File: config.mk
export PLATFORM = sky130hd
export DESIGN_NAME = uart_rx_flat
export DESIGN_NICKNAME = d
export VERILOG_FILES = /design/src/rtl/uart_pkg.sv /design/src/rtl/uart_rx_if.sv /design/src/rtl/uart_tick_gen.sv /design/src/rtl/uart_rx.sv /design/src/flat_wrapper.sv
export SDC_FILE = /design/constraint.sdc
export NUM_CORES = 1
export LEC_CHECK = 0
export BUFFER_PORTS_ARGS = -buffer_cell sky130_fd_sc_hd__buf_2
export CAP_MARGIN = 20
export CORE_ASPECT_RATIO = 1.1
export CORE_MARGIN = 10
export CORE_UTILIZATION = 59
export CTS_CLUSTER_DIAMETER = 30
export DETAILED_ROUTE_END_ITERATION = 10
export PLACE_DENSITY_LB_ADDON = 0.3
export SLEW_MARGIN = 10
export SYNTH_ARGS = -nofsm -noshare
export SYNTH_HDL_FRONTEND = slang
export SYNTH_SLANG_ARGS = --single-unit
File: constraint.sdc
create_clock -name clk -period 2.3 [get_ports clk]
set_clock_uncertainty 0.15 [all_clocks]
set_input_delay 0.575 -clock clk [delete_from_list [all_inputs] [get_ports clk]]
set_output_delay 0.575 -clock clk [all_outputs]
set_load 0.03 [all_outputs]
File: src/rtl/uart_pkg.sv
// rtl/uart_pkg.sv - shared states, defaults and sample points for the UART receive path
package uart_pkg;

    typedef enum logic [2:0] {
        IDLE,
        START,
        DATA,
        STOP,
        WAIT_HI
    } rx_state_e;

    localparam int OVS_DEFAULT       = 16;
    localparam int DATA_BITS_DEFAULT = 8;

    localparam logic [3:0] SAMPLE_LO  = 4'd7;
    localparam logic [3:0] SAMPLE_MID = 4'd8;
    localparam logic [3:0] SAMPLE_HI  = 4'd9;

    function automatic logic majority3(input logic a, input logic b, input logic c);
        return (a & b) | (a & c) | (b & c);
    endfunction

endpackage

File: src/rtl/uart_rx_if.sv
// rtl/uart_rx_if.sv - serial line input and received-byte output bundle
interface uart_rx_if
    import uart_pkg::*;
#(
    parameter int DATA_BITS = DATA_BITS_DEFAULT
);
    logic                 sel;
    logic                 rxd;
    logic [DATA_BITS-1:0] dout;
    logic                 valid;
    logic                 frame_err;
    logic                 busy;

    modport master (
        output sel,
        output rxd,
        input  dout,
        input  valid,
        input  frame_err,
        input  busy
    );

    modport slave (
        input  sel,
        input  rxd,
        output dout,
        output valid,
        output frame_err,
        output busy
    );
endinterface

File: src/rtl/uart_tick_gen.sv
// rtl/uart_tick_gen.sv - clearable divide-by-DIV counter producing a one-clk tick on wrap
module uart_tick_gen #(
    parameter int DIV = 27
) (
    input  logic clk,
    input  logic rst_n,
    input  logic clr,
    output logic tick
);
    logic [15:0] cnt_q;
    logic [15:0] cnt_d;
    logic        wrap;

    always_comb begin
        wrap  = (cnt_q == 16'(DIV - 1));
        cnt_d = cnt_q + 16'd1;
        if (clr || wrap) begin
            cnt_d = '0;
        end
    end

    assign tick = wrap && !clr;

    always_ff @(posedge clk) begin
        if (!rst_n) begin
            cnt_q <= '0;
        end else begin
            cnt_q <= cnt_d;
        end
    end
endmodule

File: src/rtl/uart_rx.sv
// rtl/uart_rx.sv - 16x oversampled UART receiver, 8N1 with majority vote and framing check
module uart_rx
    import uart_pkg::*;
#(
    parameter int DIV       = 27,
    parameter int OVS       = OVS_DEFAULT,
    parameter int DATA_BITS = DATA_BITS_DEFAULT
) (
    input  logic     clk,
    input  logic     rst_n,
    uart_rx_if.slave rx
);
    localparam int SW = $clog2(OVS);
    localparam int BW = $clog2(DATA_BITS);
    localparam logic [SW-1:0] S_LAST = SW'(OVS - 1);
    localparam logic [BW-1:0] B_LAST = BW'(DATA_BITS - 1);

    rx_state_e            state_q, state_d;
    logic                 rx_meta_q, rx_meta_d;
    logic                 rxs_q, rxs_d;
    logic                 rxs_prev_q, rxs_prev_d;
    logic [1:0]           fill_q, fill_d;
    logic [SW-1:0]        s_q, s_d;
    logic [BW-1:0]        b_q, b_d;
    logic [1:0]           smp_q, smp_d;
    logic [DATA_BITS-1:0] shreg_q, shreg_d;
    logic [DATA_BITS-1:0] dout_q, dout_d;
    logic                 valid_q, valid_d;
    logic                 ferr_q, ferr_d;

    logic tick;
    logic start_edge;
    logic m;
    logic at_hi;
    logic at_last;

    uart_tick_gen #(.DIV(DIV)) u_tick (
        .clk   (clk),
        .rst_n (rst_n),
        .clr   (state_q == IDLE),
        .tick  (tick)
    );

    // The sync chain holds its reset value of 1 for two clocks; that is not
    // real line history, so a line already low out of reset is not a start edge.
    always_comb begin
        rx_meta_d  = rx.rxd;
        rxs_d      = rx_meta_q;
        fill_d     = {fill_q[0], 1'b1};
        rxs_prev_d = rxs_q & fill_q[1];
        start_edge = rxs_prev_q & ~rxs_q;
    end

    always_comb begin
        m       = majority3(smp_q[1], smp_q[0], rxs_q);
        at_hi   = tick && (s_q == SW'(SAMPLE_HI));
        at_last = tick && (s_q == S_LAST);

        state_d = state_q;
        s_d     = tick ? s_q + 1'b1 : s_q;
        b_d     = b_q;
        smp_d   = smp_q;
        shreg_d = shreg_q;
        dout_d  = dout_q;
        valid_d = 1'b0;
        ferr_d  = 1'b0;

        if (tick && s_q == SW'(SAMPLE_LO)) begin
            smp_d[1] = rxs_q;
        end
        if (tick && s_q == SW'(SAMPLE_MID)) begin
            smp_d[0] = rxs_q;
        end

        case (state_q)
            IDLE: begin
                if (rx.sel && start_edge) begin
                    state_d = START;
                end
            end
            START: begin
                if (at_hi && m) begin
                    state_d = IDLE;
                end else if (at_last) begin
                    state_d = DATA;
                    b_d     = '0;
                end
            end
            DATA: begin
                if (at_hi) begin
                    shreg_d = {m, shreg_q[DATA_BITS-1:1]};
                end
                if (at_last) begin
                    if (b_q == B_LAST) begin
                        state_d = STOP;
                    end else begin
                        b_d = b_q + 1'b1;
                    end
                end
            end
            STOP: begin
                if (at_hi) begin
                    if (m) begin
                        dout_d  = shreg_q;
                        valid_d = 1'b1;
                        state_d = IDLE;
                    end else begin
                        ferr_d  = 1'b1;
                        state_d = WAIT_HI;
                    end
                end
            end
            WAIT_HI: begin
                if (rxs_q) begin
                    state_d = IDLE;
                end
            end
            default: state_d = IDLE;
        endcase

        // Standby wins over any decision made this cycle, including a stop-bit result.
        if (!rx.sel) begin
            state_d = IDLE;
            dout_d  = dout_q;
            valid_d = 1'b0;
            ferr_d  = 1'b0;
        end

        if (state_d != state_q) begin
            s_d = '0;
        end
    end

    always_ff @(posedge clk) begin
        if (!rst_n) begin
            rx_meta_q  <= 1'b1;
            rxs_q      <= 1'b1;
            rxs_prev_q <= 1'b0;
            fill_q     <= '0;
            state_q    <= IDLE;
            s_q        <= '0;
            b_q        <= '0;
            smp_q      <= '0;
            shreg_q    <= '0;
            dout_q     <= '0;
            valid_q    <= 1'b0;
            ferr_q     <= 1'b0;
        end else begin
            rx_meta_q  <= rx_meta_d;
            rxs_q      <= rxs_d;
            rxs_prev_q <= rxs_prev_d;
            fill_q     <= fill_d;
            state_q    <= state_d;
            s_q        <= s_d;
            b_q        <= b_d;
            smp_q      <= smp_d;
            shreg_q    <= shreg_d;
            dout_q     <= dout_d;
            valid_q    <= valid_d;
            ferr_q     <= ferr_d;
        end
    end

    assign rx.dout      = dout_q;
    assign rx.valid     = valid_q;
    assign rx.frame_err = ferr_q;
    assign rx.busy      = (state_q != IDLE);
endmodule

File: src/flat_wrapper.sv
// flat-port wrapper written by rule: the top's interface ports become plain ports
module uart_rx_flat import uart_pkg::*;
#(
    parameter int DIV       = 27,
    parameter int OVS       = OVS_DEFAULT,
    parameter int DATA_BITS = DATA_BITS_DEFAULT
)
  (clk, rst_n, rx_sel, rx_rxd, rx_dout, rx_valid, rx_frame_err, rx_busy);
  uart_rx_if #(.DATA_BITS(DATA_BITS)) rx_i ();
  input  logic clk;
  input  logic rst_n;
  input wire logic [$bits(rx_i.sel)-1:0] rx_sel;
  input wire logic [$bits(rx_i.rxd)-1:0] rx_rxd;
  output wire logic [$bits(rx_i.dout)-1:0] rx_dout;
  output wire logic [$bits(rx_i.valid)-1:0] rx_valid;
  output wire logic [$bits(rx_i.frame_err)-1:0] rx_frame_err;
  output wire logic [$bits(rx_i.busy)-1:0] rx_busy;
  assign rx_i.sel = rx_sel;
  assign rx_i.rxd = rx_rxd;
  assign rx_dout = rx_i.dout;
  assign rx_valid = rx_i.valid;
  assign rx_frame_err = rx_i.frame_err;
  assign rx_busy = rx_i.busy;
  uart_rx #(.DIV(DIV), .OVS(OVS), .DATA_BITS(DATA_BITS)) u_core (.clk(clk), .rst_n(rst_n), .rx(rx_i));
endmodule
# ---- Word-level counts from Yosys, hierarchy flattened
# Index checks and enable logic that the tools add are counted.
dict set report classes {
  div_mod_pow 0
  eq_ne 15
  n_mul 0
  add_sub_neg 3
  n_reduce_logical 18
  shifts 0
  order_cmp 0
  bitwise 9
  n_mux 18
}
# cell n
set op_table {}
lappend op_table {{3-bit 2-to-1 mux} 13}
lappend op_table {{16-bit by 1-bit adder with 16-bit output (second input constant)} 1}
lappend op_table {{16-bit by 5-bit equality test with 1-bit output (second input constant)} 1}
lappend op_table {{3-bit case mux with 5 select lines} 1}
lappend op_table {{4-bit equality test (second input constant)} 3}
lappend op_table {{4-bit AND reduction} 2}
lappend op_table {{1-bit logical AND} 7}
lappend op_table {{3-bit by 2-bit equality test with 1-bit output (second input constant)} 2}
lappend op_table {{3-bit equality test (second input constant)} 2}
lappend op_table {{3-bit case mux with 2 select lines} 1}
lappend op_table {{1-bit AND} 5}
lappend op_table {{5-bit AND reduction} 1}
lappend op_table {{4-bit by 1-bit adder with 4-bit output (second input constant)} 1}
lappend op_table {{4-bit by 3-bit equality test with 1-bit output (second input constant)} 1}
lappend op_table {{2-bit by 1-bit != test with 1-bit output (second input constant)} 2}
lappend op_table {{2-bit != test (second input constant)} 2}
lappend op_table {{2-bit OR reduction} 2}
lappend op_table {{3-bit by 1-bit adder with 3-bit output (second input constant)} 1}
lappend op_table {{3-bit by 1-bit equality test with 1-bit output (second input constant)} 1}
lappend op_table {{3-bit logical NOT} 1}
lappend op_table {{1-bit 2-to-1 mux} 3}
lappend op_table {{3-bit != test} 1}
lappend op_table {{3-bit nonzero test} 1}
lappend op_table {{1-bit NOT} 2}
lappend op_table {{5 further kinds} 6}
dict set report word_totals {
  out_inout_bits 11
  input_bits 4
  ram_bits 0
  latchBits 0
  word_cells 78
  mem_bits_ro 0
  regBits 51
  memories 0
}

# ---- Depth between registers and ports, before layout
# Gate-level depths: netlist (run 1).
dict set report depth {
  depth_word 10
  mapped_depth 9
  depth_no_buf 8
}

# ---- Cells and area by module
# From an unflattened synthesis (run 1), not the netlist that was laid out.
dict set report hier_totals {
  hier_cells 243
  area_unflattened_um2 2338.5
}
# module n_inst cells_each area_each_um2 seq_area_each_um2
set by_module_without_submodules {}
lappend by_module_without_submodules {uart_rx 1 159 1570.3 700.7}
lappend by_module_without_submodules {uart_tick_gen 1 84 768.2 320.3}

# ---- Least setup slack after synthesis (run 1)
# Ideal clock, no wire load.
dict set report synth_path {
  path_type {register to register}
  from {reg u_core.u_tick.cnt_q[0]}
  to {reg u_core.s_q[1]}
  arrival_ns 1.800
  period_less_slack_ns 2.038
  setup_ns 0.087
  stages_incl_launch_ff 10
  required_ns 2.063
  path_buffers 1
  slack_ns 0.262
  cell_sequence {dfxtp_1 -> inv_1 -> ha_1 -> and4bb_1 -> and4_1 -> buf_4 -> a21oi_1 -> a211oi_4 -> o21a_1 -> nor4b_2}
}
dict set report synth_via {
  elab_chain_len 9
  word_cells_on_any_way 13
  classes_between {eq/ne: 2; mux: 6; reduce/logical: 5}
}
# element line
set synth_lines {}
lappend synth_lines {{from (decl)} uart_tick_gen.sv:10} ;# logic [15:0] cnt_q;
lappend synth_lines {{from (signal assigned)} uart_tick_gen.sv:28} ;# cnt_q <= cnt_d;
lappend synth_lines {{16-bit by 5-bit equality test with 1-bit output *} uart_tick_gen.sv:15} ;# wrap = (cnt_q == 16'(DIV - 1));
lappend synth_lines {{1-bit logical AND *} uart_tick_gen.sv:22} ;# assign tick = wrap && !clr;
lappend synth_lines {{1-bit logical AND (on tied branches)} {uart_rx.sv:57, uart_rx.sv:56}}
lappend synth_lines {{3-bit 2-to-1 mux / 1-bit logical AND (equally long branches)} {uart_rx.sv:84, uart_rx.sv:82}}
lappend synth_lines {{3-bit 2-to-1 mux} uart_rx.sv:82} ;# if (at_hi && m) begin
lappend synth_lines {{3-bit case mux with 5 select lines} uart_rx.sv:75} ;# case (state_q)
lappend synth_lines {{3-bit 2-to-1 mux} uart_rx.sv:122} ;# if (!rx.sel) begin
lappend synth_lines {{3-bit != test} uart_rx.sv:129} ;# if (state_d != state_q) begin
lappend synth_lines {{2-bit OR reduction (no source line)} n/a}
lappend synth_lines {{to (signal assigned)} uart_rx.sv:141} ;# s_q <= '0;
lappend synth_lines {{to (signal assigned)} uart_rx.sv:154} ;# s_q <= s_d;
lappend synth_lines {{to (decl)} uart_rx.sv:23} ;# logic [SW-1:0] s_q, s_d;
# Every way passes the cells marked *; elsewhere a longest branch is shown, timed or not.
# A chain may end at the register's enable or synchronous reset.

# ---- Worst setup path after layout (run 1)
# Same ends and word-level chain as after synthesis.

==> qor.yml, run 1 <==
nNetsFinal: 287
io-pin-count: 15
stdcell_area_um2: 2690
drt_iter0_markers: 133
place_area_um2: 2560
antenna_found_initial: 0
startpoint_type: "flop"
status: "complete, no violations"
htree_levels: 2
area_delta_synth_final_pct: 11.1
cts_resized: 0
crit_type: "reg -> reg"
p_per_area_nw_per_um2: 541
synthFlopType: "dfxtp_1"
final-hold-violation-count: 0
vias_per_cell: 5.57
drc: 0
totalWireLength_um: 4500
final_cell_mix: "50 x dfxtp_1, 26 x nor2_1, 22 x nor2b_1"
syn_inst: 256
die_w_um: 81.1
rows: 24
cts_hold_buf: 0
crit_path_end_kind: "flop"
worstMarginPinSlew_ns: 0.607
synth_nets: 267
hold_slack_ns: 0.262
die_h_um: 87.2
grt.total_usage_pct: 13.9
start_util_pct: 61.1
grt_pass1_wl_um: 7980
fmax_mhz: 451
dr.pass1.iters: 4
critPathRequiredTime_ns: 2.37
grt_max_degree: 28
relSlewSlack_pct: 59.2
first_global_vias: 1800
dieArea_um2: 7070
layout_commonest_cell: "dfxtp_1"
drv_cap: 0
synth.avg_cell_area_um2: 9.46
insertion_delay_ns: 0.30
overflow: 0
slew_violations: 0
dp_hpwl_um: 3250
p_leak_nw: 1.02
num_antenna_cells: 0
core_area_um2: 3960
cts_buffers: 5
ys_seq_area_share_pct: 42.1
detail-route-antenna-nets: 0
hp-class: "reg -> reg"
cts_setup_buffers: 0
synth_edf_count: 0
cts_tree: "yes"
cts-root-buf: "clkbuf_8"
port_buffers: 14
gp_congestion: 0.857
fin_crit_sh_pct: 96.3
rsz0062_at_grt: "yes"
final_layout_size_suffix_gt1_share_pct: 15.5
crit_fanout: 6
cp.arrival_ns: 2.29
vias: 1833
netlist_area_um2: 2420
clk_path_buf_depth: 2
cts_sinks: 51
yosys_warnings: 0
wl_per_cell_um: 13.7
ys_async_sr_fraction_pct: 0
synth-seq-cells: 51
setup_violations: 0
vdd_drop_max_mv: 0.510
period_needed_ns: 2.22
yosysUniqueCellTypes: 49
clk_pin_slew_ns: 0.09
cell usage after synthesis (3+ instances only):
| cell type | n | area, um^2 |
|---|---|---|
| nand4_1 | 3 | 18.8 |
| nor2_1 | 26 | 97.6 |
| a21oi_1 | 4 | 20.0 |
| and3_1 | 5 | 31.3 |
| dfxtp_1 | 51 | 1020 |
| nand3_1 | 14 | 70.1 |
| nand2_1 | 21 | 78.8 |
| nor3_1 | 9 | 45.0 |
| mux2i_1 | 20 | 200 |
| xor2_1 | 9 | 78.8 |
| nor2b_1 | 22 | 138 |
| ha_1 | 7 | 87.6 |
| and4_1 | 3 | 26.3 |
| buf_2 | 3 | 15.0 |
| inv_1 | 4 | 15.0 |
| clkbuf_1 | 4 | 15.0 |
| xnor2_1 | 8 | 70.1 |
| and2_1 | 4 | 25.0 |
logic make-up after synthesis:
family,after synthesis,share of synthesized area [%]
buffers and inverters,14,3.10
xor gates and xnor gates,17,6.15
muxes,20,8.26
DFF,51,42.1
AOI/OAI and AO/OA,19,5.89
and+or+nand+nor,127,30.4
adders and majority gates,8,4.03
worst max-delay path, cell delays in order (launching register included):
cell	delay (ns)
dfxtp_1	0.34
inv_1	0.06
ha_1	0.16
and4bb_1	0.27
and4_2	0.34
nand3_4	0.12
a211oi_4	0.32
nor3_2	0.11
nor4b_2	0.26
final cells by class:
cell class	instances	area, um^2
Clock buffer	6	82.6
Clock inverter	2	16.3
Fill cell	335	1270
Inverter	4	15.0
Multi-Input combinational cell	191	1350
Sequential cell	51	1020
Tap cell	52	65.1
Timing Repair Buffer	23	138
through the flow:
stage               power [W]  instances  setup TNS, ns  utilization [%]  setup slack, ns
floorplan            0.000929        256              0                -            0.262
global placement     0.000939        321              0             64.7           0.0978
detailed placement   0.000939        321       -0.00823             64.7         -0.00823
CTS                   0.00147        329              0             67.2          0.00195
global route          0.00151        329        -0.0371             67.9          -0.0209
finish                0.00146        329              0             67.9           0.0844
layer usage:
layer / routed length [um] / track usage, %
met5: 0 / 0
met4: 92 / 7.24
met3: 141 / 2.79
met2: 2160 / 22.0
met1: 2100 / 17.3
final timing paths:
kind / startpoint / end / slack [ns] / cells after the start
max: u_core.u_tick.cnt_q[0] / u_core.s_q[1] / 0.08 / 8
min: u_core.rx_meta_q / u_core.rxs_q / 0.26 / 1
max reg2reg: u_core.u_tick.cnt_q[0] / u_core.s_q[1] / 0.08 / 8
min reg2reg: u_core.rx_meta_q / u_core.rxs_q / 0.26 / 1
state kept, by name, summed over array words and instances (netlist names), 2 cells and up:
signal	flops
u_core.u_tick.cnt_q	16
u_core.rx.dout	8
u_core.shreg_q	8
u_core.s_q	4
u_core.b_q	3
u_core.state_q	3
u_core.fill_q	2
u_core.smp_q	2
report_power, final:
group | leakage, nW | switching (W) | internal [W] | total (W)
Clock | 0.0474 | 0.000291 | 0.000246 | 0.000537
Combinational | 0.560 | 0.0000159 | 0.0000152 | 0.0000311
Sequential | 0.412 | 0.00000240 | 0.000886 | 0.000889
Power figures use the tool's default switching activity.
==> inputs of run 2 (changes only) <==
--- a/config.mk
+++ b/config.mk
@@ -9,7 +9,7 @@
 export CAP_MARGIN = 20
 export CORE_ASPECT_RATIO = 1.1
 export CORE_MARGIN = 10
-export CORE_UTILIZATION = 59
+export CORE_UTILIZATION = 50
 export CTS_CLUSTER_DIAMETER = 30
 export DETAILED_ROUTE_END_ITERATION = 10
 export PLACE_DENSITY_LB_ADDON = 0.3
==> constraint.sdc (replaced) <==
create_clock -name clk -period 1.85 [get_ports clk]
set_clock_uncertainty 0.15 [all_clocks]
set_input_delay 0.4625 -clock clk [delete_from_list [all_inputs] [get_ports clk]]
set_output_delay 0.4625 -clock clk [all_outputs]
set_load 0.03 [all_outputs]
==> qor.yml, run 2 (same netlist as run 1, synthesis figures left out) <==
status: "complete, but fails checks"
violations: "negative setup slack"
r2r_start: "u_core.u_tick.cnt_q[0]"
rows: 26
hold_path.startpoint: "rx_rxd"
detail-route-antenna-nets: 0
vias: 2002
grt_max_degree: 32
dr.pass1.iters: 5
setup_tns_ns: -2.27
nNetsFinal: 328
io-pin-count: 15
drt_iter0_markers: 101
final_cell_mix: "46 x dfxtp_1, 44 x buf_4, 22 x nor2_1, 22 x nor2b_1, 20 x mux2i_1"
first_global_vias: 1997
r2r_slack_ns: -0.25
hp-class: "in -> reg"
port_buffers: 14
final_layout_size_suffix_gt1_share_pct: 33.6
cts-root-buf: "clkbuf_8"
gp_congestion: 0.854
regToRegEndpoint: "u_core.s_q[0]"
largest_register_ffs: 16
totalWireLength_um: 5340
fin_crit_sh_pct: 113
vdd_drop_max_mv: 0.442
insertion_delay_ns: 0.30
dp_hpwl_um: 3750
rsz0062_at_grt: "yes"
dieArea_um2: 8030
grt_pass1_wl_um: 9020
num_antenna_cells: 0
layout_commonest_cell: "dfxtp_1"
crit_type: "reg -> reg"
place_area_um2: 2890
min_path_cells: 2
pre_cts_ws_ns: -0.224
cts_hold_buf: 0
area_delta_synth_final_pct: 32.3
hold_slack_ns: 0.186
fmax_mhz: 476
core_area_um2: 4680
start_util_pct: 51.7
overflow: 0
cts_tree: "yes"
setup_ws_ns: -0.249
grt.total_usage_pct: 13.5
p_per_area_nw_per_um2: 616
die_w_um: 86.4
die_h_um: 93
finalPower_w: 0.00197
drc: 0
worstMarginPinSlew_ns: 0.351
crit_path_end_kind: "flop"
cts_sinks: 51
stdcell_area_um2: 3210
top_register: "u_core.u_tick.cnt_q"
clk_pin_slew_ns: 0.09
crit_fanout: 6
drv_cap: 0
startpoint_type: "flop"
vias_per_cell: 5.35
setup_violations: 20
p_leak_nw: 1.30
cts_buffers: 5
whs_endpoint: "u_core.rx_meta_q"
clk_path_buf_depth: 2
antenna_found_initial: 0
wl_per_cell_um: 14.3
relSlewSlack_pct: 76.3
critPathRequiredTime_ns: 1.89
cp.arrival_ns: 2.14
htree_levels: 2
slew_violations: 0
worstRegToRegCells: 9
period_needed_ns: 2.10
final-hold-violation-count: 0
-- run 2: cell count changes in the layout (fill, tap and decap cells not counted), moves of 3 or more --
cell     previous run  this run
dfxtp_2             1         5
buf_6               0         4
nor2_4              0         3
nor3_1              9         6
buf_4               9        44
nor2_1             26        22
nor3_4              0         3
dfxtp_1            50        46
nand2_1            21        18
-- run 2: worst max path at each step --
| stage | from | end | slack, ns |
|---|---|---|---|
| after floorplan | u_core.u_tick.cnt_q[0] | u_core.s_q[1] | -0.09 |
| after global placement | u_core.u_tick.cnt_q[0] | u_core.s_q[1] | -0.18 |
| after detailed placement | u_core.u_tick.cnt_q[0] | u_core.s_q[1] | -0.22 |
| after CTS | u_core.u_tick.cnt_q[0] | u_core.s_q[1] | -0.16 |
| after global routing | u_core.u_tick.cnt_q[0] | u_core.s_q[0] | -0.33 |
| final | u_core.u_tick.cnt_q[0] | u_core.s_q[0] | -0.25 |
-- run 2: through the flow --
| step | util, % | cells |
|---|---|---|
| 2_1_floorplan | - | 256 |
| 3_3_place_gp | 61.6 | 362 |
| 3_5_place_dp | 61.6 | 362 |
| 4_1_cts | 65.6 | 370 |
| 5_1_grt | 68.4 | 374 |
| 6_report | 68.4 | 374 |
-- run 2: layer usage --
metal	up-vias	part of all wire, %	track usage (%)	wire length [um]
met5	-	0	0	0
met4	0	2.7	5.14	145
met3	15	4.4	3.30	237
met2	58	52	23.5	2750
met1	922	41	15.5	2200
li1	1007	-	-	-
-- run 2: report_power, final --
part | internal [W] | switching [W]
Clock | 0.000445 | 0.000380
Sequential | 0.00110 | 0.00000195
Combinational | 0.0000221 | 0.0000227
Total | 0.00157 | 0.000405
-- run 2: critical path, cell delays in order, from the launching register on --
cell      delay, ns
dfxtp_2        0.33
inv_2          0.06
ha_4           0.12
and4bb_2       0.26
and4_1         0.20
buf_6          0.14
nand3_4        0.09
a211oi_4       0.32
o21a_2         0.23
nor3_1         0.06
-- run 2: timing repair --
action,in CTS,in global routing
pin swaps,4,10
buffers inserted,0,4
setup endpoints to repair,27,30
resized for setup,18,26
endpoints found under the hold margin,0,0
-- run 2: final cells by class --
class                   instances  area (um^2)
clock buffers                   6         82.6
clock inverters                 2         38.8
fillers                       376         1480
inverters                       4         15.0
multi-input cells             191         1480
flip-flops and latches         51         1030
well taps                      56         70.1
repair buffers                 64          495
==> inputs of run 3 (changes only) <==
--- a/config.mk
+++ b/config.mk
@@ -5,13 +5,13 @@
 export SDC_FILE = /design/constraint.sdc
 export NUM_CORES = 1
 export LEC_CHECK = 0
-export BUFFER_PORTS_ARGS = -buffer_cell sky130_fd_sc_hd__buf_2
 export CAP_MARGIN = 20
 export CORE_ASPECT_RATIO = 1.1
 export CORE_MARGIN = 10
 export CORE_UTILIZATION = 50
 export CTS_CLUSTER_DIAMETER = 30
 export DETAILED_ROUTE_END_ITERATION = 10
+export DONT_BUFFER_PORTS = 1
 export PLACE_DENSITY_LB_ADDON = 0.3
 export SLEW_MARGIN = 10
 export SYNTH_ARGS = -nofsm -noshare
==> qor.yml, run 3 (same netlist as run 1, synthesis figures left out) <==
status: "complete, but fails checks"
violations: "negative setup slack"
p_per_area_nw_per_um2: 584
vias: 1931
hp-class: "in -> reg"
grt.total_usage_pct: 12.9
cts_tree: "yes"
crit_path_end_kind: "flop"
cts-root-buf: "clkbuf_8"
dieArea_um2: 8030
place_inst: 348
place_area_um2: 2820
crit_path_start: "u_core.u_tick.cnt_q[4]"
crit_fanout: 4
totalWireLength_um: 5240
port_buffers: 0
final_cells: 360
start_util_pct: 51.7
finalPower_w: 0.00179
crit_chain: "nor4bb_1 -> nand4_1 -> o41ai_1 -> a221oi_1 -> buf_4 -> nor4b_2"
grt_max_degree: 33
drv_cap: 0
final_cell_mix: "46 x dfxtp_1, 44 x buf_4, 22 x nor2_1, 22 x nor2b_1"
setup_violations: 24
nNetsFinal: 315
slew_violations: 0
die_h_um: 93
drc: 0
startpoint_type: "flop"
layout_commonest_cell: "dfxtp_1"
multi_input_area_um2: 1440
final-hold-violation-count: 0
setup_tns_ns: -2.53
first_global_vias: 1876
grt_pass1_wl_um: 8540
cp.arrival_ns: 2.14
io-pin-count: 15
vias_per_cell: 5.36
num_antenna_cells: 0
dp_hpwl_um: 3600
drt_iter0_markers: 116
worstMarginPinSlew_ns: 0.362
crit_type: "reg -> reg"
clk_pin_slew_ns: 0.09
fin_crit_sh_pct: 113
core_area_um2: 4680
fillers: 395
largest_register_ffs: 16
cts_buffers: 5
relSlewSlack_pct: 75.6
area_delta_synth_final_pct: 26.9
fmax_mhz: 477
final_layout_size_suffix_gt1_share_pct: 29.3
dr.pass1.iters: 4
htree_levels: 2
rsz0062_at_grt: "yes"
top_register: "u_core.u_tick.cnt_q"
crit_slowest_cell: "o41ai_1"
antenna_found_initial: 0
hold_path.startpoint: "rst_n"
clk_path_buf_depth: 2
cpPeakStageDelay_ns: 0.47
cts_sinks: 51
rows: 26
r2r_start: "u_core.u_tick.cnt_q[4]"
pre_cts_ws_ns: -0.178
overflow: 0
critPathRequiredTime_ns: 1.89
die_w_um: 86.4
gp_congestion: 0.877
setup_ws_ns: -0.246
insertion_delay_ns: 0.30
detail-route-antenna-nets: 0
vdd_drop_max_mv: 0.662
stdcell_area_um2: 3070
period_needed_ns: 2.10
p_leak_nw: 1.19
seqCellArea_um2: 1030
wl_per_cell_um: 14.6
==> run 3: changes by cell type in the layout (fill, tap and decap cells not counted), sizes merged <==
cell / change
bufinv: -1
buf: -13
inv: -1
clkinvlp: +1
==> run 3: per-stage QoR <==
step / util, % / hold WS (ns)
2_1_floorplan: - / 0.236
3_3_place_gp: 60.1 / 0.240
3_5_place_dp: 60.1 / 0.244
4_1_cts: 64.2 / 0.0218
5_1_grt: 65.6 / 0.00692
6_report: 65.6 / 0.0312
==> run 3: where the power goes <==
group          internal (W)  switching, W
clock              0.000301      0.000359
sequential          0.00110    0.00000185
combinational     0.0000182     0.0000115
total               0.00142      0.000372
==> run 3: what timing repair did <==
| action | 4_1_cts | 5_1_grt |
|---|---|---|
| setup buffers | 3 | 3 |
| gates resized for setup | 19 | 15 |
| endpoints found under the setup margin | 26 | 30 |
| pin swaps | 9 | 5 |
| hold buffers | 0 | 0 |
==> run 3: final cells by class <==
| class | instances | area share [%] |
|---|---|---|
| flip-flops and latches | 51 | 33.4 |
| multi-input cells | 191 | 46.8 |
| clock inverters | 1 | 0.285 |
| repair buffers | 51 | 13.9 |
| clock buffers | 6 | 2.69 |
| inverters | 4 | 0.611 |
| well taps | 56 | 2.28 |
==> run 3: per-layer routing <==
layer	vias to the layer above	share of wire [%]	global-route usage, %
li1	974	-	-
met3	6	4.3	3.65
met1	912	42	14.5
met4	0	1.2	4.86
met5	-	0	0
met2	39	52	22.4
==> run 3: path summary, 6_finish.rpt <==
kind	to	slack, ns	depth (start not counted)
setup / recovery	u_core.s_q[1]	-0.25	6
hold / removal	u_core.fill_q[0]	0.03	0
setup reg to reg	u_core.s_q[1]	-0.25	6
hold reg to reg	u_core.rxs_q	0.26	1
==> run 3: critical path: cells and delay by family (launching register included) <==
family                 cells  cell delay, ns
AND/OR/NAND/NOR            3            0.72
AO/OA/AOI/OAI              2            0.57
flip-flops                 1            0.37
buffers and inverters      1            0.18
